File: config.mk
export PLATFORM = sky130hd
export DESIGN_NAME = pid_sample_sequencer
export DESIGN_NICKNAME = d
export VERILOG_FILES = /design/src/rtl/pid_pkg.sv /design/src/rtl/pid_tick_gen.sv /design/src/rtl/pid_sample_sequencer.sv
export SDC_FILE = /design/constraint.sdc
export NUM_CORES = 1
export LEC_CHECK = 0
export CAP_MARGIN = 20
export CORE_MARGIN = 4
export CORE_UTILIZATION = 57
export DETAILED_ROUTE_END_ITERATION = 10
export PLACE_DENSITY = 0.84
export SLEW_MARGIN = 20
export SYNTH_ARGS = -nofsm -noshare
export SYNTH_HDL_FRONTEND = slang
export SYNTH_SLANG_ARGS = --single-unit
export TNS_END_PERCENT = 1
File: constraint.sdc
create_clock -name clk_i -period 20.3 [get_ports clk_i]
set_input_delay 2.03 -clock clk_i [delete_from_list [all_inputs] [get_ports clk_i]]
set_output_delay 2.03 -clock clk_i [all_outputs]
set_load 0.02 [all_outputs]
File: src/rtl/pid_pkg.sv
// Shared definitions for the PID sample sequencer: FSM state encoding and
// coefficient select constants used by the coefficient bank and config bus.
package pid_pkg;

    typedef enum logic [2:0] {
        ST_IDLE,
        ST_WAIT_TICK,
        ST_ADC_REQ,
        ST_PID_START,
        ST_PID_RUN
    } seq_state_t;

    localparam int unsigned NUM_COEFFS     = 5;
    localparam int unsigned COEFF_SEL_BITS = 3;

    localparam logic [COEFF_SEL_BITS-1:0] COEFF_A1 = 3'd0;
    localparam logic [COEFF_SEL_BITS-1:0] COEFF_A0 = 3'd1;
    localparam logic [COEFF_SEL_BITS-1:0] COEFF_B0 = 3'd2;
    localparam logic [COEFF_SEL_BITS-1:0] COEFF_B1 = 3'd3;
    localparam logic [COEFF_SEL_BITS-1:0] COEFF_B2 = 3'd4;

endpackage

File: src/rtl/pid_tick_gen.sv
// Sample period tick generator.
// Counts clock cycles while enabled (held at 0 otherwise) and emits a
// one-cycle tick each time the count wraps after SAMPLE_PERIOD cycles.
// Ports:
//   clk    in  clock
//   rst    in  asynchronous active-high reset
//   enable in  count enable; low clears the counter
//   tick   out one-cycle pulse, once per SAMPLE_PERIOD enabled cycles
module pid_tick_gen #(
    parameter int unsigned PERIOD_BITWIDTH = 16,
    parameter int unsigned SAMPLE_PERIOD   = 50000
) (
    input  logic clk,
    input  logic rst,
    input  logic enable,
    output logic tick
);

    localparam logic [PERIOD_BITWIDTH-1:0] LAST_COUNT = PERIOD_BITWIDTH'(SAMPLE_PERIOD - 1);

    logic [PERIOD_BITWIDTH-1:0] count;
    logic                       tick_q;

    always_ff @(posedge clk or posedge rst) begin
        if (rst) begin
            count  <= '0;
            tick_q <= 1'b0;
        end else if (!enable) begin
            count  <= '0;
            tick_q <= 1'b0;
        end else if (count == LAST_COUNT) begin
            count  <= '0;
            tick_q <= 1'b1;
        end else begin
            count  <= count + PERIOD_BITWIDTH'(1);
            tick_q <= 1'b0;
        end
    end

    // Gate with enable so a tick registered just before disable is not seen.
    assign tick = tick_q & enable;

endmodule

File: src/rtl/pid_sample_sequencer.sv
// Fan-control PID sample sequencer.
// Per sample period: waits for a tick, requests an ADC conversion, latches
// the sample, pulses clk_en_PID_o and waits for PID_done_i. Also owns the
// five PID coefficients as a shadow/active pair; active only updates while
// no update is in flight (IDLE or WAIT_TICK).
// Ports:
//   clk_i, rst_i                 clock, async active-high reset
//   enable_i                     run sequencer
//   ADC_req_o / ADC_ack_i        conversion request level / ack strobe
//   ADC_data_i / ADC_value_o     conversion result / held sample
//   clk_en_PID_o / PID_done_i    PID start pulse / PID finished strobe
//   coeff_wr_i, coeff_sel_i,
//   coeff_data_i, coeff_commit_i shadow write and shadow->active commit
//   a1_reg_o..b2_reg_o           active coefficients
//   busy_o                       update in progress
//   overrun_o, timeout_o         sticky error flags
//   clear_flags_i                clears sticky flags
module pid_sample_sequencer
    import pid_pkg::*;
#(
    parameter int unsigned ADC_BITWIDTH    = 8,
    parameter int unsigned REG_BITWIDTH    = 32,
    parameter int unsigned PERIOD_BITWIDTH = 16,
    parameter int unsigned SAMPLE_PERIOD   = 50000,
    parameter int unsigned ADC_TIMEOUT     = 255
) (
    input  logic                      clk_i,
    input  logic                      rst_i,
    input  logic                      enable_i,
    output logic                      ADC_req_o,
    input  logic                      ADC_ack_i,
    input  logic [ADC_BITWIDTH-1:0]   ADC_data_i,
    output logic [ADC_BITWIDTH-1:0]   ADC_value_o,
    output logic                      clk_en_PID_o,
    input  logic                      PID_done_i,
    input  logic                      coeff_wr_i,
    input  logic [2:0]                coeff_sel_i,
    input  logic [REG_BITWIDTH-1:0]   coeff_data_i,
    input  logic                      coeff_commit_i,
    output logic [REG_BITWIDTH-1:0]   a1_reg_o,
    output logic [REG_BITWIDTH-1:0]   a0_reg_o,
    output logic [REG_BITWIDTH-1:0]   b0_reg_o,
    output logic [REG_BITWIDTH-1:0]   b1_reg_o,
    output logic [REG_BITWIDTH-1:0]   b2_reg_o,
    output logic                      busy_o,
    output logic                      overrun_o,
    output logic                      timeout_o,
    input  logic                      clear_flags_i
);

    localparam int unsigned TO_BITS = $clog2(ADC_TIMEOUT + 1);
    localparam logic [TO_BITS-1:0] TO_LAST = TO_BITS'(ADC_TIMEOUT - 1);

    seq_state_t                state;
    logic [TO_BITS-1:0]        to_count;
    logic                      tick;
    logic                      overrun_set;
    logic                      timeout_set;
    logic                      commit_window;
    logic                      pending;
    logic [REG_BITWIDTH-1:0]   shadow      [NUM_COEFFS];
    logic [REG_BITWIDTH-1:0]   shadow_next [NUM_COEFFS];
    logic [REG_BITWIDTH-1:0]   active      [NUM_COEFFS];

    pid_tick_gen #(
        .PERIOD_BITWIDTH (PERIOD_BITWIDTH),
        .SAMPLE_PERIOD   (SAMPLE_PERIOD)
    ) u_tick_gen (
        .clk    (clk_i),
        .rst    (rst_i),
        .enable (enable_i),
        .tick   (tick)
    );

    assign overrun_set = tick && (state != ST_WAIT_TICK);
    // Ack and disable both pre-empt the timeout in the same cycle.
    assign timeout_set = (state == ST_ADC_REQ) && !ADC_ack_i && enable_i && (to_count == TO_LAST);
    assign commit_window = (state == ST_IDLE) || (state == ST_WAIT_TICK);

    always_ff @(posedge clk_i or posedge rst_i) begin
        if (rst_i) begin
            state        <= ST_IDLE;
            to_count     <= '0;
            ADC_req_o    <= 1'b0;
            ADC_value_o  <= '0;
            clk_en_PID_o <= 1'b0;
            busy_o       <= 1'b0;
            overrun_o    <= 1'b0;
            timeout_o    <= 1'b0;
        end else begin
            // Set wins over clear.
            if (overrun_set)        overrun_o <= 1'b1;
            else if (clear_flags_i) overrun_o <= 1'b0;
            if (timeout_set)        timeout_o <= 1'b1;
            else if (clear_flags_i) timeout_o <= 1'b0;

            case (state)
                ST_IDLE: begin
                    if (enable_i) state <= ST_WAIT_TICK;
                end
                ST_WAIT_TICK: begin
                    if (!enable_i) begin
                        state <= ST_IDLE;
                    end else if (tick) begin
                        state     <= ST_ADC_REQ;
                        ADC_req_o <= 1'b1;
                        busy_o    <= 1'b1;
                        to_count  <= '0;
                    end
                end
                ST_ADC_REQ: begin
                    if (ADC_ack_i) begin
                        state        <= ST_PID_START;
                        ADC_req_o    <= 1'b0;
                        ADC_value_o  <= ADC_data_i;
                        clk_en_PID_o <= 1'b1;
                    end else if (!enable_i) begin
                        state     <= ST_IDLE;
                        ADC_req_o <= 1'b0;
                        busy_o    <= 1'b0;
                    end else if (to_count == TO_LAST) begin
                        state     <= ST_WAIT_TICK;
                        ADC_req_o <= 1'b0;
                        busy_o    <= 1'b0;
                    end else begin
                        to_count <= to_count + TO_BITS'(1);
                    end
                end
                ST_PID_START: begin
                    state        <= ST_PID_RUN;
                    clk_en_PID_o <= 1'b0;
                end
                ST_PID_RUN: begin
                    if (PID_done_i) begin
                        state  <= enable_i ? ST_WAIT_TICK : ST_IDLE;
                        busy_o <= 1'b0;
                    end
                end
                default: begin
                    state        <= ST_IDLE;
                    ADC_req_o    <= 1'b0;
                    clk_en_PID_o <= 1'b0;
                    busy_o       <= 1'b0;
                end
            endcase
        end
    end

    // Shadow contents including this cycle's write, so a same-cycle commit
    // copies the freshly written value.
    always_comb begin
        shadow_next = shadow;
        if (coeff_wr_i) begin
            for (int unsigned i = 0; i < NUM_COEFFS; i++) begin
                if (coeff_sel_i == COEFF_SEL_BITS'(i)) shadow_next[i] = coeff_data_i;
            end
        end
    end

    always_ff @(posedge clk_i or posedge rst_i) begin
        if (rst_i) begin
            for (int unsigned i = 0; i < NUM_COEFFS; i++) begin
                shadow[i] <= '0;
                active[i] <= '0;
            end
            pending <= 1'b0;
        end else begin
            shadow <= shadow_next;
            if ((pending || coeff_commit_i) && commit_window) begin
                active  <= shadow_next;
                pending <= 1'b0;
            end else if (coeff_commit_i) begin
                pending <= 1'b1;
            end
        end
    end

    assign a1_reg_o = active[COEFF_A1];
    assign a0_reg_o = active[COEFF_A0];
    assign b0_reg_o = active[COEFF_B0];
    assign b1_reg_o = active[COEFF_B1];
    assign b2_reg_o = active[COEFF_B2];

endmodule

==> reports/results.ini, run 1 <==
[synth]
synth_cells=894
yosysUniqueCellTypes=49
synth.cell_area_um2=14000
most_numerous_cell_in_the_yosys_netlist=dfrtp_1
synth_top_cells_by_area=dfrtp_1 65%, mux2_2 25%, mux2_1 1.9%, xnor2_1 0.75%, nor2_1 0.73%
synth_fp_nets=948
avgSynthCellArea_um2=15.6
synth.yosys.warnings=0
synth_top_cell_by_area=dfrtp_1
share_of_synthesized_flip_flops_with_an_asynchronous_set_or_reset=1.00
ys_seq_elements=362
seq_area_frac_synth=0.648
yosys-top-cells-count=362 x dfrtp_1, 305 x mux2_2, 27 x nor2_1
yosys.area.top_type_share=0.648
synth-edff-count=0
ys.flop_type=dfrtp_1

[setup_path]
crit_slowest_cell=buf_4
r2r.worst_path.cells=4
arrival_ps=4710
critPathKind=in2async
timing.critical_path.fanout_max=131
start_kind=input port
critPathMaxStageDelay_ps=760
worst_r2r_endpoint=a1_reg_o[9]
ff2ff_setup_slack_ps=17760
endpoint_kind=asynchronous set/reset pin
timing.critical_path.cells=clkdlybuf4s50_1, inv_8, buf_6, buf_4
critPathBufInv=4
critical_path_required_ps=20840
rr_startpoint=state[2]
cpLargestDelayFamily=buffers and inverters

[min_path]
hold_path_depth=1
min-delay-start=shadow[136]
whs_endpoint=shadow[136]
worstHoldPathType=reg2reg

[placed_design]
total_placed_instance_area_um2=16500
post-place-cells=1411
port-buffer-count=223
place_congestion=0.818
hpwl_um=18400

[clock_tree]
ctsResizeCount=0
cts_inserted_buffers=38
cts.sink_count=362
clockRootBuffer=clkbuf_16
clock_tree.buffer_depth=3
cts_tree=yes
cts-hold-fix-buffers=0
clkTransAtPathRegs_ps=50
cts_htree_levels=2
post_cts.repair.setup_buffers=0
worstSkewPairLatency_ps=510

[route]
wire_length_after_detailed_routing_um=29900
drt-pass1-iter-count=4
iteration_0_drc_count_of_the_detailed_router=499
post-route-drc-count=0
route.detailed.wl_per_inst_um=20.2
average_via_count_per_standard_cell=5.52
antenna_left=0
via_count=8159

[sta]
fin_setup_tns_ps=0
worst_clock_skew_ps=11.1
tightest_slew_ps=1000
finalCritPeriodShare=0.206
max_clock_freq_ghz=0.240
finalHoldViolCount=0
timing_max_transition_violations_final=0
report.final.setup_viol=0
rsz0062_at_grt=no
maxSlewHeadroom=0.333
timing.final.crit_period_ps=4170

[global_routing]
met3_usage=0.0407
global_route.usage.total=0.224
first_pass_grt_wire_length_um=47900
grt_max_degree=132
grt_overflow=0
grt.met1_usage=0.314
global_route.usage.met2=0.364
number_of_antenna_violations_at_the_first_check_in_global_routing=0
grt_pass1_vias=8743
gr_busiest_metal=met2

[power_and_ir_drop]
p_per_area_nw_per_um2=160
leakage_uw=0.00759
peakVddDrop_v=0.000145
fin_total_pwr_uw=2840

[layout]
layout.nets=1182
post_route_cells_drive_above_1_share=0.333
num_antenna_cells=0
final-instance-count-excl-fill=1479
fillerInstances=1558
final_area_um2=17700
area_growth_syn_to_layout_pct=26.9

[die]
chipWidth_um=165
placementRows=57
die_area_um2=27100
fp.coreArea_um2=24200
start_util=0.576
boundaryPins=224
chipHeight_um=165

[flow_run]
max_cap_violations=0

[run_status]
status=finished clean

-- per-stage QoR --
step | setup slack, ps | hold WS, ps | utilization
2_1_floorplan | 8220 | 449 | -
3_3_place_gp | 15220 | 458 | 0.681
3_5_place_dp | 15150 | 466 | 0.681
4_1_cts | 15670 | 478 | 0.730
5_1_grt | 15700 | 483 | 0.731
6_report | 16130 | 476 | 0.731
-- state kept, by name, indices dropped and copies added (netlist names), 3 cells and up --
| signal | count |
|---|---|
| ADC_value_o | 8 |
| shadow | 160 |
| b2_reg_o | 32 |
| a0_reg_o | 32 |
| u_tick_gen.count | 16 |
| to_count | 8 |
| a1_reg_o | 32 |
| state | 3 |
| b1_reg_o | 32 |
| b0_reg_o | 32 |
-- kinds of logic after synthesis --
| family | synth area share |
|---|---|
| AO/OA/AOI/OAI | 0.0180 |
| buffers and inverters | 0.0187 |
| AND/OR/NAND/NOR | 0.0390 |
| adder cells (fa/ha/maj) | 0.00269 |
| flip-flops | 0.648 |
| XOR/XNOR | 0.00878 |
| multiplexers | 0.264 |
-- layer usage --
layer	vias to the layer above	share of wire
met5	-	0
met4	0	0.023
met3	46	0.050
met2	228	0.49
met1	4226	0.44
li1	3659	-
-- cells in the final DEF (no fill, tap or decap), types with 8 or more instances in the layout --
master,count
mux2_1,23
nand3_1,15
clkdlybuf4s50_1,223
a21oi_1,8
nand2_1,13
dfrtp_1,362
o21ai_0,14
nor2_1,27
xnor2_1,12
inv_1,8
clkbuf_16,39
clkbuf_1,11
clkinv_2,9
mux2_2,305
buf_4,10
-- worst max path at each step --
| stage | start | endpoint | slack (ps) | depth (start not counted) |
|---|---|---|---|---|
| floorplan | rst_i | ADC_req_o | 8220 | 1 |
| global route | rst_i | shadow[102] | 15700 | 4 |
| global placement | rst_i | a0_reg_o[6] | 15220 | 4 |
| detailed placement | rst_i | a0_reg_o[6] | 15150 | 4 |
| CTS | rst_i | shadow[38] | 15670 | 4 |
| finish | rst_i | b0_reg_o[7] | 16130 | 4 |
-- final cells by class --
type	count	area [µm²]	area share
sequential	362	9060	0.511
multi-input combinational	482	4700	0.265
timing repair buffer	235	2350	0.132
clock buffer	54	1070	0.0605
tap	324	405	0.0229
clock inverter	13	104	0.00586
inverter	9	41.3	0.00233
-- power by group --
group / switching [µW] / internal (µW) / leakage, µW / total [µW]
clock: 267 / 382 / 0.000586 / 650
combinational: 504 / 568 / 0.00260 / 1070
sequential: 142 / 971 / 0.00441 / 1110
(Power assumes the default switching activity.)
==> run 2: changes to the inputs <==
--- a/config.mk
+++ b/config.mk
@@ -7,9 +7,9 @@
 export LEC_CHECK = 0
 export CAP_MARGIN = 20
 export CORE_MARGIN = 4
-export CORE_UTILIZATION = 57
+export CORE_UTILIZATION = 53
 export DETAILED_ROUTE_END_ITERATION = 10
-export PLACE_DENSITY = 0.84
+export PLACE_DENSITY = 0.79
 export SLEW_MARGIN = 20
 export SYNTH_ARGS = -nofsm -noshare
 export SYNTH_HDL_FRONTEND = slang
==> constraint.sdc (replaced) <==
create_clock -name clk_i -period 4.3 [get_ports clk_i]
set_input_delay 0.43 -clock clk_i [delete_from_list [all_inputs] [get_ports clk_i]]
set_output_delay 0.43 -clock clk_i [all_outputs]
set_load 0.02 [all_outputs]
==> reports/results.ini, run 2 (same netlist as run 1, synthesis figures left out) <==
[die]
boundaryPins=224
chipWidth_um=170
placementRows=59
die_area_um2=29000
fp.coreArea_um2=26000
chipHeight_um=170
start_util=0.538

[setup_path]
critPathMaxStageDelay_ps=670
setup.worst_path.start=coeff_sel_i[2]
arrival_ps=2880
critPathKind=in2reg
rr_startpoint=state[2]
critical_path_required_ps=4690
capturing_element_of_the_worst_setup_path=b2_reg_o[17]
timing.critical_path.fanout_max=13
crit_slowest_cell=clkdlybuf4s50_1
r2r.worst_path.cells=3
timing.critical_path.cells=clkdlybuf4s50_1, nand2_1, nor3_4, buf_4, mux2_1, mux2_2
endpoint_kind=flip-flop
ff2ff_setup_slack_ps=2040
worst_r2r_endpoint=b1_reg_o[23]
start_kind=input port

[sta]
tightest_slew_ps=1140
worst_clock_skew_ps=9.68
timing_max_transition_violations_final=0
max_clock_freq_ghz=0.400
final_hold_slack_ps=246
report.final.setup_viol=0
timing.final.crit_period_ps=2500
final.setup.worst_slack_ps=1800
finalCritPeriodShare=0.581
rsz0062_at_grt=no
finalHoldViolCount=0
maxSlewHeadroom=0.241

[layout]
num_antenna_cells=0
final-instance-count-excl-fill=1492
flip_flop_count_of_the_largest_register_after_layout=160
area_growth_syn_to_layout_pct=28.1
post_route_cells_drive_above_1_share=0.336
layout.cells.most_common=dfrtp_1
layout.core_utilization=0.689
layout.nets=1184
top_register=shadow
commonest_cells_after_routing_fill_and_taps_aside=362 x dfrtp_1, 305 x mux2_2, 223 x clkdlybuf4s50_1, 41 x clkbuf_16, 27 x nor2_1

[clock_tree]
clock_tree.buffer_depth=3
cts_inserted_buffers=38
ctsResizeCount=0
worstSkewPairLatency_ps=510
clkTransAtPathRegs_ps=60
cts_tree=yes
post_cts.repair.setup_buffers=0
cts_htree_levels=2
clockRootBuffer=clkbuf_16
cts.sink_count=362
cts-hold-fix-buffers=0

[power_and_ir_drop]
power.share.switching=0.316
p_clk_frac=0.241
fin_total_pwr_uw=13600
leakage_uw=0.00764
combPwrFrac=0.377
portion_of_total_power_attributed_to_sequential_cells=0.381
cellInternalPower_uw=9280
power.net_switching_uw=4290
peakVddDrop_v=0.000507
p_per_area_nw_per_um2=758

[min_path]
worstHoldPathType=in2async

[flow_run]
max_cap_violations=0

[route]
wire_length_after_detailed_routing_um=29500
via_count=8119
post-route-drc-count=0
route.detailed.wl_per_inst_um=19.8
antenna_left=0
average_via_count_per_standard_cell=5.44
drt-pass1-iter-count=4
iteration_0_drc_count_of_the_detailed_router=459

[global_routing]
first_pass_grt_wire_length_um=47900
grt_overflow=0
global_route.usage.total=0.206
number_of_antenna_violations_at_the_first_check_in_global_routing=0
grt_pass1_vias=8700
grt_max_degree=161

[placed_design]
hpwl_um=18900
place_congestion=0.798
port-buffer-count=223
post-place-cells=1424
dp_worst_setup_slack_ps=1280

[run_status]
status=finished clean

## run 2: changes by cell type in the layout (fill, tap and decap cells not counted), moves of 2 or more
cell,previous run,this run
buf_12,0,6
clkinvlp_4,0,4
clkinv_2,9,4
inv_8,2,0
clkbuf_16,39,41
clkbuf_8,4,8
clkbuf_1,11,9
buf_4,10,8
## run 2: power by group through the flow
stage	sequential [µW]	combinational, µW	clock (µW)
floorplan	6090	2000	0
global placement	5190	5070	0
detailed placement	5230	5160	0
CTS	5190	5180	3350
global route	5320	5460	3490
finish	5170	5120	3270
## run 2: critical path: cells and delay by family
kind	cells	cell delay, ps
buffers and inverters	2	1020
multiplexers	2	640
AND/OR/NAND/NOR	2	790
## run 2: through the flow
stage,setup TNS (ps),area (µm²)
4_1_cts,0,17900
5_1_grt,0,17900
3_3_place_gp,0,16600
3_5_place_dp,0,16600
2_1_floorplan,-356300,14000
6_report,0,17900
## run 2: final cells by class
class | count | area (µm²)
multi-input combinational | 482 | 4700
clock inverter | 9 | 103
sequential | 362 | 9060
tap | 335 | 419
timing repair buffer | 237 | 2410
fill | 1789 | 8080
clock buffer | 58 | 1170
inverter | 9 | 37.5
## run 2: per-layer routing
metal,vias to the layer above,global-route usage,routed length (µm),share of wire
met4,0,0.0521,591,0.020
met2,196,0.337,14200,0.48
met5,-,0,0,0
li1,3662,-,-,-
met3,45,0.0551,1940,0.066
met1,4216,0.277,12800,0.43
## run 2: worst min-delay path by stage
stage	end	cells after the start	slack, ps
after detailed placement	shadow[93]	1	470
after floorplan	shadow[119]	1	450
after CTS	shadow[69]	1	480
final	shadow[128]	2	250
after global routing	b1_reg_o[31]	2	270
after global placement	shadow[137]	1	460
